## src/rtl/instr_packer.sv

```systemverilog
// instr_packer: packs decoded RV32I field bundles into instruction words, buffers them
// in a FIFO and streams them to instruction memory. Optional checks: INSTR_PACKER_CHECK_EN.
module instr_packer #(
  parameter int XLEN       = 32,
  parameter int ADDR_WIDTH = 9,
  parameter int FIFO_DEPTH = 4
) (
  input  logic                  clk,
  input  logic                  rst_n,
  input  logic                  start,
  input  logic [ADDR_WIDTH-1:0] base_addr,
  input  logic                  in_valid,
  output logic                  in_ready,
  input  logic [2:0]            in_fmt,
  input  logic [6:0]            in_op,
  input  logic [4:0]            in_rd,
  input  logic [4:0]            in_rs1,
  input  logic [4:0]            in_rs2,
  input  logic [2:0]            in_funct3,
  input  logic [6:0]            in_funct7,
  input  logic [20:0]           in_imm,
  output logic                  mem_we,
  input  logic                  mem_ready,
  output logic [ADDR_WIDTH-1:0] mem_addr,
  output logic [XLEN-1:0]       mem_wdata,
  output logic                  busy,
  output logic [15:0]           wr_count,
  output logic                  err,
  output logic [0:0]            dbg_state
);

  localparam int PW = $clog2(FIFO_DEPTH);

  localparam logic [0:0] ST_IDLE  = 1'b0;
  localparam logic [0:0] ST_WRITE = 1'b1;

  // Handshakes (valid/ready): a bundle transfers on a rising edge where in_valid && in_ready;
  // a memory write completes on a rising edge where mem_we && mem_ready. mem_we/addr/wdata
  // stay stable until that edge, and in_ready never depends on this cycle's pop.

  logic [0:0]            state_q, state_d;
  logic [PW:0]           wr_ptr_q, wr_ptr_d;
  logic [PW:0]           rd_ptr_q, rd_ptr_d;
  logic [ADDR_WIDTH-1:0] addr_q, addr_d;
  logic [15:0]           wr_count_q, wr_count_d;
  logic                  err_q, err_d;
  logic [31:0]           fifo_q [FIFO_DEPTH];

  logic        full;
  logic        empty;
  logic        accept;
  logic        legal;
  logic        push;
  logic        pop;
  logic [31:0] packed_word;
  logic [31:0] head;

  assign empty    = (wr_ptr_q == rd_ptr_q);
  assign full     = (wr_ptr_q[PW] != rd_ptr_q[PW]) && (wr_ptr_q[PW-1:0] == rd_ptr_q[PW-1:0]);
  assign in_ready = rst_n && !full && !start;
  assign accept   = in_valid && in_ready;
  assign push     = accept && legal;
  assign pop      = (state_q == ST_WRITE) && mem_ready && !start;
  assign head     = fifo_q[rd_ptr_q[PW-1:0]];

  always_comb begin
    packed_word = {in_funct7, in_rs2, in_rs1, in_funct3, in_rd, in_op};
    case (in_fmt)
      3'd1: packed_word = {in_imm[11:0], in_rs1, in_funct3, in_rd, in_op};
      3'd2: packed_word = {in_imm[11:5], in_rs2, in_rs1, in_funct3, in_imm[4:0], in_op};
      3'd3: packed_word = {in_imm[12], in_imm[10:5], in_rs2, in_rs1, in_funct3,
                           in_imm[4:1], in_imm[11], in_op};
      3'd4: packed_word = {in_imm[20], in_imm[10:1], in_imm[11], in_imm[19:12], in_rd, in_op};
      default: packed_word = {in_funct7, in_rs2, in_rs1, in_funct3, in_rd, in_op};
    endcase
  end

`ifdef INSTR_PACKER_CHECK_EN
  always_comb begin
    legal = 1'b0;
    case (in_fmt)
      3'd0: legal = (in_op == 7'b0110011);
      3'd1: legal = (in_op == 7'b0000011) || (in_op == 7'b0010011) || (in_op == 7'b1100111);
      3'd2: legal = (in_op == 7'b0100011);
      3'd3: legal = (in_op == 7'b1100011) && !in_imm[0];
      3'd4: legal = (in_op == 7'b1101111) && !in_imm[0];
      default: legal = 1'b0;
    endcase
  end

  always_comb begin
    err_d = err_q;
    if (start) begin
      err_d = 1'b0;
    end else if (accept && !legal) begin
      err_d = 1'b1;
    end
  end
`else
  assign legal = 1'b1;
  assign err_d = 1'b0;
`endif

  always_comb begin
    state_d    = state_q;
    wr_ptr_d   = wr_ptr_q;
    rd_ptr_d   = rd_ptr_q;
    addr_d     = addr_q;
    wr_count_d = wr_count_q;
    if (start) begin
      // Flush: pending words are dropped and nothing is written this cycle.
      wr_ptr_d   = '0;
      rd_ptr_d   = '0;
      addr_d     = base_addr;
      wr_count_d = '0;
      state_d    = ST_IDLE;
    end else begin
      if (push) wr_ptr_d = wr_ptr_q + (PW+1)'(1);
      if (pop) begin
        rd_ptr_d = rd_ptr_q + (PW+1)'(1);
        addr_d   = addr_q + ADDR_WIDTH'(1);
        if (wr_count_q != 16'hFFFF) wr_count_d = wr_count_q + 16'd1;
      end
      case (state_q)
        ST_IDLE:  if (wr_ptr_d != rd_ptr_d) state_d = ST_WRITE;
        ST_WRITE: if (wr_ptr_d == rd_ptr_d) state_d = ST_IDLE;
        default:  state_d = ST_IDLE;
      endcase
    end
  end

  always_ff @(posedge clk or negedge rst_n) begin
    if (!rst_n) begin
      state_q    <= ST_IDLE;
      wr_ptr_q   <= '0;
      rd_ptr_q   <= '0;
      addr_q     <= '0;
      wr_count_q <= '0;
      err_q      <= 1'b0;
    end else begin
      state_q    <= state_d;
      wr_ptr_q   <= wr_ptr_d;
      rd_ptr_q   <= rd_ptr_d;
      addr_q     <= addr_d;
      wr_count_q <= wr_count_d;
      err_q      <= err_d;
    end
  end

  // Storage needs no reset: entries are only read once written.
  always_ff @(posedge clk) begin
    if (push) fifo_q[wr_ptr_q[PW-1:0]] <= packed_word;
  end

  assign mem_we    = (state_q == ST_WRITE);
  assign mem_addr  = addr_q;
  assign mem_wdata = mem_we ? XLEN'(head) : '0;
  assign busy      = !empty;
  assign wr_count  = wr_count_q;
  assign err       = err_q;
  assign dbg_state = state_q;

  logic unused_inputs;
  assign unused_inputs = ^{in_imm[0], err_d};

endmodule

```

## config.mk

```make
export PLATFORM = sky130hd
export DESIGN_NAME = instr_packer
export DESIGN_NICKNAME = d
export VERILOG_FILES = /design/src/rtl/instr_packer.sv
export SDC_FILE = /design/constraint.sdc
export NUM_CORES = 1
export LEC_CHECK = 0
export ABC_AREA = 1
export CORE_MARGIN = 2
export CORE_UTILIZATION = 35
export DETAILED_ROUTE_END_ITERATION = 8
export PLACE_DENSITY_LB_ADDON = 0.25
export SLEW_MARGIN = 10
export SYNTH_ARGS = -nofsm -noshare
export SYNTH_HDL_FRONTEND = slang
export SYNTH_SLANG_ARGS = --single-unit
export TNS_END_PERCENT = 30
```

## constraint.sdc

```tcl
create_clock -name clk -period 4.1 [get_ports clk]
set_clock_uncertainty 0.1 [all_clocks]
set_input_delay 0.615 -clock clk [delete_from_list [all_inputs] [get_ports clk]]
set_output_delay 0.615 -clock clk [all_outputs]
set_load 0.02 [all_outputs]
```

==> results of run 1 <==
[through the flow]
step	total power, mW	util	hold WS, ns	area (um^2)
2_1_floorplan	2.07	-	0.219	7320
3_3_place_gp	2.30	0.440	0.439	8970
3_5_place_dp	2.31	0.440	0.426	8970
4_1_cts	3.78	0.468	0.443	9520
5_1_grt	3.89	0.468	0.498	9520
6_report	3.74	0.468	0.447	9520
[flip-flops by register name, summed over array words and instances, names as in the netlist]
| signal | count |
|---|---|
| fifo_q | 128 |
| wr_count | 16 |
| mem_addr | 9 |
| rd_ptr_q | 3 |
| wr_ptr_q | 3 |
| dbg_state | 1 |
[cell type report]
type                       instances  share of cell area
inverter                          44              0.0173
timing repair buffer             144               0.147
clock inverter                    13              0.0127
sequential                       160               0.488
tap                              270              0.0355
multi-input combinational        489               0.254
clock buffer                      19              0.0455
[synthesized netlist by cell type, types with 2 or more instances]
master    count
nor3_4        2
inv_1        39
clkbuf_1     15
buf_1         8
edfxtp_1    128
dfrtp_1      32
nand4_1      11
nand2_1     121
inv_2         4
o21ai_0      72
a21oi_2       2
a21oi_1      42
xor2_1        9
nor2_1      157
nand2_2       2
nor2_2        2
nand3_2       2
nand3_1      19
buf_4         2
mux2_2        4
o211ai_1      4
xnor2_1       6
ha_1          7
nor3_1        7
o31ai_1       7
buf_2         5
o21ai_1       2
[worst max-delay path by stage]
stage                               end         from
after global placement    fifo_q[2][15]        rst_n
after CTS                 mem_wdata[21]  rd_ptr_q[0]
after global routing      mem_wdata[22]  rd_ptr_q[0]
after detailed placement  fifo_q[2][30]    in_fmt[1]
after floorplan            fifo_q[0][0]        rst_n
final                     mem_wdata[21]  rd_ptr_q[0]
[logic make-up (layout without fill, tap and decap cells)]
| family | count (synthesis) | after routing | share of synthesized area |
|---|---|---|---|
| and+or+nand+nor | 328 | 328 | 0.189 |
| buffers and inverters | 74 | 220 | 0.0398 |
| adders and majority gates | 7 | 7 | 0.0120 |
| xor gates and xnor gates | 16 | 16 | 0.0202 |
| AOI/OAI and AO/OA | 133 | 133 | 0.0976 |
| DFF | 160 | 160 | 0.634 |
| other | 1 | 1 | 0.000512 |
| muxes | 4 | 4 | 0.00615 |
[power by group through the flow]
stage / Clock, mW / Combinational [mW] / Sequential, mW
floorplan: 0 / 0.210 / 1.86
global placement: 0 / 0.452 / 1.85
detailed placement: 0 / 0.453 / 1.85
CTS: 1.51 / 0.456 / 1.82
global route: 1.58 / 0.495 / 1.82
finish: 1.48 / 0.449 / 1.82
[metal layers]
| metal | global-route usage | part of all wire | vias up |
|---|---|---|---|
| li1 | - | - | 2735 |
| met1 | 0.218 | 0.44 | 2631 |
| met2 | 0.279 | 0.50 | 145 |
| met3 | 0.0313 | 0.043 | 18 |
| met4 | 0.0538 | 0.013 | 0 |
| met5 | 0 | 0 | - |
[critical path, delay by kind of cell (launching register included)]
family | cells | cell delay [ns]
AO/OA/AOI/OAI | 2 | 0.41
buffers and inverters | 2 | 1.24
flip-flops | 1 | 0.36
AND/OR/NAND/NOR | 2 | 0.21
==> summary.txt, run 1 <==
Floorplan
  • Die W: 149 um
  • I/O Pins: 132
  • Row cnt: 52
  • Initial Utilization: 0.359
  • Core ar.: 20400 um^2
  • Die Y: 149 um
  • Area of the die: 22100 um^2

Power and ir drop
  • Combinational Power Share: 0.120
  • P_int: 2.78 mW
  • Leak: 3.51 nW
  • Maximum VDD drop: 0.227 mV
  • Switching Fraction: 0.256
  • Clock power share: 0.394
  • Sequential Power Share: 0.486
  • Pwr dens: 393 nW/um^2
  • Switch Pwr: 0.959 mW

Min path
  • Hold Path Sink: wr_count[7]
  • Hold path depth: 2
  • Worst Hold Class: flip-flop to flip-flop
  • HP Start: wr_count[7]

Setup path
  • Slowest CP cell: clkdlybuf4s50_1
  • Worst Setup End Kind: primary output
  • FF-to-FF path depth: 8
  • FF-to-FF setup slack: 1.50 ns
  • Worst Setup Start Kind: flip-flop
  • Crit path top cell by count: nor2_1
  • Crit-path max FO: 66
  • Critical path class: flip-flop to primary output
  • FF-to-FF End: fifo_q[2][30]
  • CP peak stage delay: 0.67 ns
  • CP required: 3.38 ns
  • Arrival time of the worst setup path: 2.68 ns
  • Critical R2R Launch: rd_ptr_q[0]
  • Crit path cell chain: buf_4 -> nor2_1 -> nor2_1 -> o21ai_0 -> a21oi_1 -> clkdlybuf4s50_1

STA
  • Final Setup Violations: 0
  • Fin crit share: 0.828
  • Fin. max-slew vios: 0
  • Setup ws final: 0.704 ns
  • Final hold violation count: 0
  • Fmax: 294 MHz
  • Max-slew headroom: 0.468
  • Worst slew pin tran: 0.797 ns
  • Setup TNS: 0 ns
  • RSZ-0062 raised after global routing: no
  • Final min period: 3.40 ns

Layout
  • Fillcell total: 1911
  • Layout cells sized above 1: 0.0840
  • Final Non-Filler Cells: 1139
  • Most common cell after layout, fill and taps aside: nor2_1
  • Area Overhead vs Synth: 30.1%
  • Area of the multi-input gates: 2410 um^2
  • Fin nets: 933
  • Commonest non-fill, non-tap cells in the layout: 153 x nor2_1, 129 x clkdlybuf4s50_1, 128 x edfxtp_1, 121 x nand2_1, 72 x o21ai_0
  • Sequential cell area: 4650 um^2
  • ANT cells: 0

Place
  • Dpl ws: 1.02 ns
  • Hpwl dp: 11700 um
  • Placed Cells: 1107
  • Port Buffer Count: 130
  • GPL Wtd Cong: 0.855

CTS
  • Worst-Skew Late Latency: 0.42 ns
  • Clock-pin slew on the worst setup and hold paths: 0.06 ns
  • Clk root buf: clkbuf_16
  • H-tree depth: 4
  • CTS Buffer Depth: 2
  • CTS tree: done
  • Total CTS buffers: 17
  • CTS Sinks: 160
  • Hold_buf cts: 0
  • Post-CTS setup buffer count: 0
  • Post-CTS sizing: 0

Yosys
  • Syn avg cell area: 10.1 um^2
  • EDFF count, synth: 128
  • Yosys cell types: 39
  • Area leader, netlist: edfxtp_1
  • Yosys Warn Count: 0
  • Top cell type's share of synthesized area: 0.525
  • Top FF cell, synth: edfxtp_1
  • Synthesized flop and latch total: 160
  • Post-Syn Area: 7320 um^2
  • Register area share after synthesis: 0.634
  • Ranking of synthesized cells by area: edfxtp_1 53%, dfrtp_1 11%, nor2_1 8.0%
  • Ys async rst share: 0.200
  • Synthesized net count: 800
  • Synth Instances: 723

Drt
  • Final wirelength: 18000 um
  • First DRT Iteration DRCs: 281
  • DR vias/cell: 4.85
  • 1st-pass router iterations: 4
  • Wire per inst: 15.8 um
  • ANT nets after route: 0
  • DRC viols: 0
  • Via count: 5529

Global route
  • Vias in the first global route: 5372
  • First-pass GRT wire length: 28200 um
  • Grt ovf: 0
  • Total GRT Usage: 0.166
  • Largest net degree at the start of global routing: 67
  • Initial antenna violation count: 0

Run status
  • Outcome: finished clean

Flow run
  • Max Cap Violations: 0
No activity file was read; power rests on OpenSTA's default activity.
==> run 2: changes to the inputs <==
==> constraint.sdc (replaced) <==
create_clock -name clk -period 3.28 [get_ports clk]
set_clock_uncertainty 0.1 [all_clocks]
set_input_delay 0.492 -clock clk [delete_from_list [all_inputs] [get_ports clk]]
set_output_delay 0.492 -clock clk [all_outputs]
set_load 0.02 [all_outputs]
==> run 2 against run 1 <==
Net effect: via count fell by 1.3%; sequential share of layout area shrank 0.48 points; cell count is 0.35% higher; hold slack gained 0.0090 ns; utilization increased by 0.47 points; cell area grew 1.0%; critical path type unchanged; largest power group unchanged.
==> summary.txt, run 2 (same netlist as run 1, synthesis figures left out) <==
Setup path
  • Worst Setup Start Kind: flip-flop
  • FF-to-FF setup slack: 0.99 ns
  • Arrival time of the worst setup path: 2.44 ns
  • Critical path class: flip-flop to primary output
  • Worst Setup End Kind: primary output
  • Crit-path max FO: 20
  • CP required: 2.69 ns

Layout
  • ANT cells: 0
  • Area of the multi-input gates: 2410 um^2
  • Layout cells sized above 1: 0.0882
  • Fin area: 9620 um^2
  • Fillcell total: 1873
  • Commonest non-fill, non-tap cells in the layout: 153 x nor2_1, 129 x clkdlybuf4s50_1, 128 x edfxtp_1, 121 x nand2_1, 72 x o21ai_0
  • Fin nets: 937
  • Util after Layout: 0.472
  • Max FFs per register: 128
  • Area Overhead vs Synth: 31.4%
  • Sequential cell area: 4650 um^2
  • Most common cell after layout, fill and taps aside: nor2_1

Floorplan
  • Core ar.: 20400 um^2
  • Die W: 149 um
  • Area of the die: 22100 um^2
  • Die Y: 149 um
  • I/O Pins: 132
  • Row cnt: 52
  • Initial Utilization: 0.359

STA
  • Fin crit share: 0.925
  • Setup TNS: 0 ns
  • Fmax: 330 MHz
  • Final min period: 3.03 ns
  • Max-slew headroom: 0.534
  • Worst slew pin tran: 0.699 ns
  • Final Setup Violations: 0
  • Fin. max-slew vios: 0
  • RSZ-0062 raised after global routing: no
  • Setup ws final: 0.247 ns
  • Final hold violation count: 0

Place
  • Dpl ws: 0.623 ns
  • Placement Cell Area: 9050 um^2
  • Port Buffer Count: 130
  • Hpwl dp: 12200 um
  • GPL Wtd Cong: 0.832

Global route
  • Vias in the first global route: 5409
  • Initial antenna violation count: 0
  • Grt ovf: 0
  • First-pass GRT wire length: 28500 um
  • Largest net degree at the start of global routing: 43
  • Total GRT Usage: 0.167

Power and ir drop
  • Switch Pwr: 1.13 mW
  • Sequential Power Share: 0.480
  • Overall power: 4.74 mW
  • Maximum VDD drop: 0.332 mV
  • Leak: 3.55 nW
  • Clock power share: 0.400
  • Pwr dens: 493 nW/um^2
  • Switching Fraction: 0.239
  • P_int: 3.60 mW
  • Combinational Power Share: 0.120

Drt
  • ANT nets after route: 0
  • Met1 wire length: 8020 um
  • Uppermost layer routed: met4
  • Via count: 5458
  • DR vias/cell: 4.78
  • 1st-pass router iterations: 4
  • Wire per inst: 15.6 um
  • Met2 WL post-DR: 8840 um
  • Metal3 WL: 729 um
  • DRC viols: 0
  • Final wirelength: 17800 um
  • First DRT Iteration DRCs: 371

CTS
  • Clock-pin slew on the worst setup and hold paths: 0.06 ns
  • CTS tree: done
  • Post-CTS sizing: 0
  • Post-CTS setup buffer count: 0
  • H-tree depth: 4
  • Worst-Skew Late Latency: 0.42 ns
  • CTS Sinks: 160
  • Hold_buf cts: 0
  • CTS Buffer Depth: 2
  • Total CTS buffers: 17
  • Clk root buf: clkbuf_16

Min path
  • Worst Hold Class: input pin to asynchronous set/reset pin

Flow run
  • Max Cap Violations: 0

Run status
  • Outcome: finished clean
-- run 2: final cells by class --
| type | count | share of cell area |
|---|---|---|
| clock buffer | 17 | 0.0442 |
| clock inverter | 15 | 0.0150 |
| inverter | 44 | 0.0172 |
| multi-input combinational | 489 | 0.251 |
| sequential | 160 | 0.483 |
| tap | 270 | 0.0351 |
| timing repair buffer | 148 | 0.154 |
-- run 2: path summary, 6_finish.rpt --
check,endpoint,start,cells past startpoint
setup / recovery,mem_wdata[22],rd_ptr_q[0],5
min in group clk,wr_count[7],wr_count[7],2
hold reg to reg,wr_count[7],wr_count[7],2
hold / removal,mem_addr[7],rst_n,2
max in group asynchronous,rd_ptr_q[0],rst_n,2
setup reg to reg,fifo_q[1][16],rd_ptr_q[1],6
-- run 2: critical path: stages (launching register included) --
cell and delay, ns:
dfrtp_2 0.41, inv_2 0.28, buf_4 0.29, o21ai_0 0.11, a21oi_1 0.25, clkdlybuf4s50_1 0.67
-- run 2: per-layer routing --
layer / GRT usage / vias to the layer above
met5: 0 / -
met4: 0.0610 / 0
met3: 0.0359 / 19
met2: 0.282 / 114
met1: 0.214 / 2577
li1: - / 2748
-- run 2: power by group through the flow --
stage	Sequential (mW)	Combinational, mW	Clock, mW
4_1_cts	2.28	0.577	1.92
3_5_place_dp	2.32	0.574	0
2_1_floorplan	2.33	0.262	0
5_1_grt	2.28	0.624	2.01
6_report	2.27	0.569	1.89
3_3_place_gp	2.32	0.574	0
-- run 2: metrics by stage --
stage	instances	hold slack [ns]
after CTS	1143	0.463
after global placement	1111	0.438
after global routing	1143	0.495
after detailed placement	1111	0.449
after floorplan	723	0.0964
final	1143	0.456
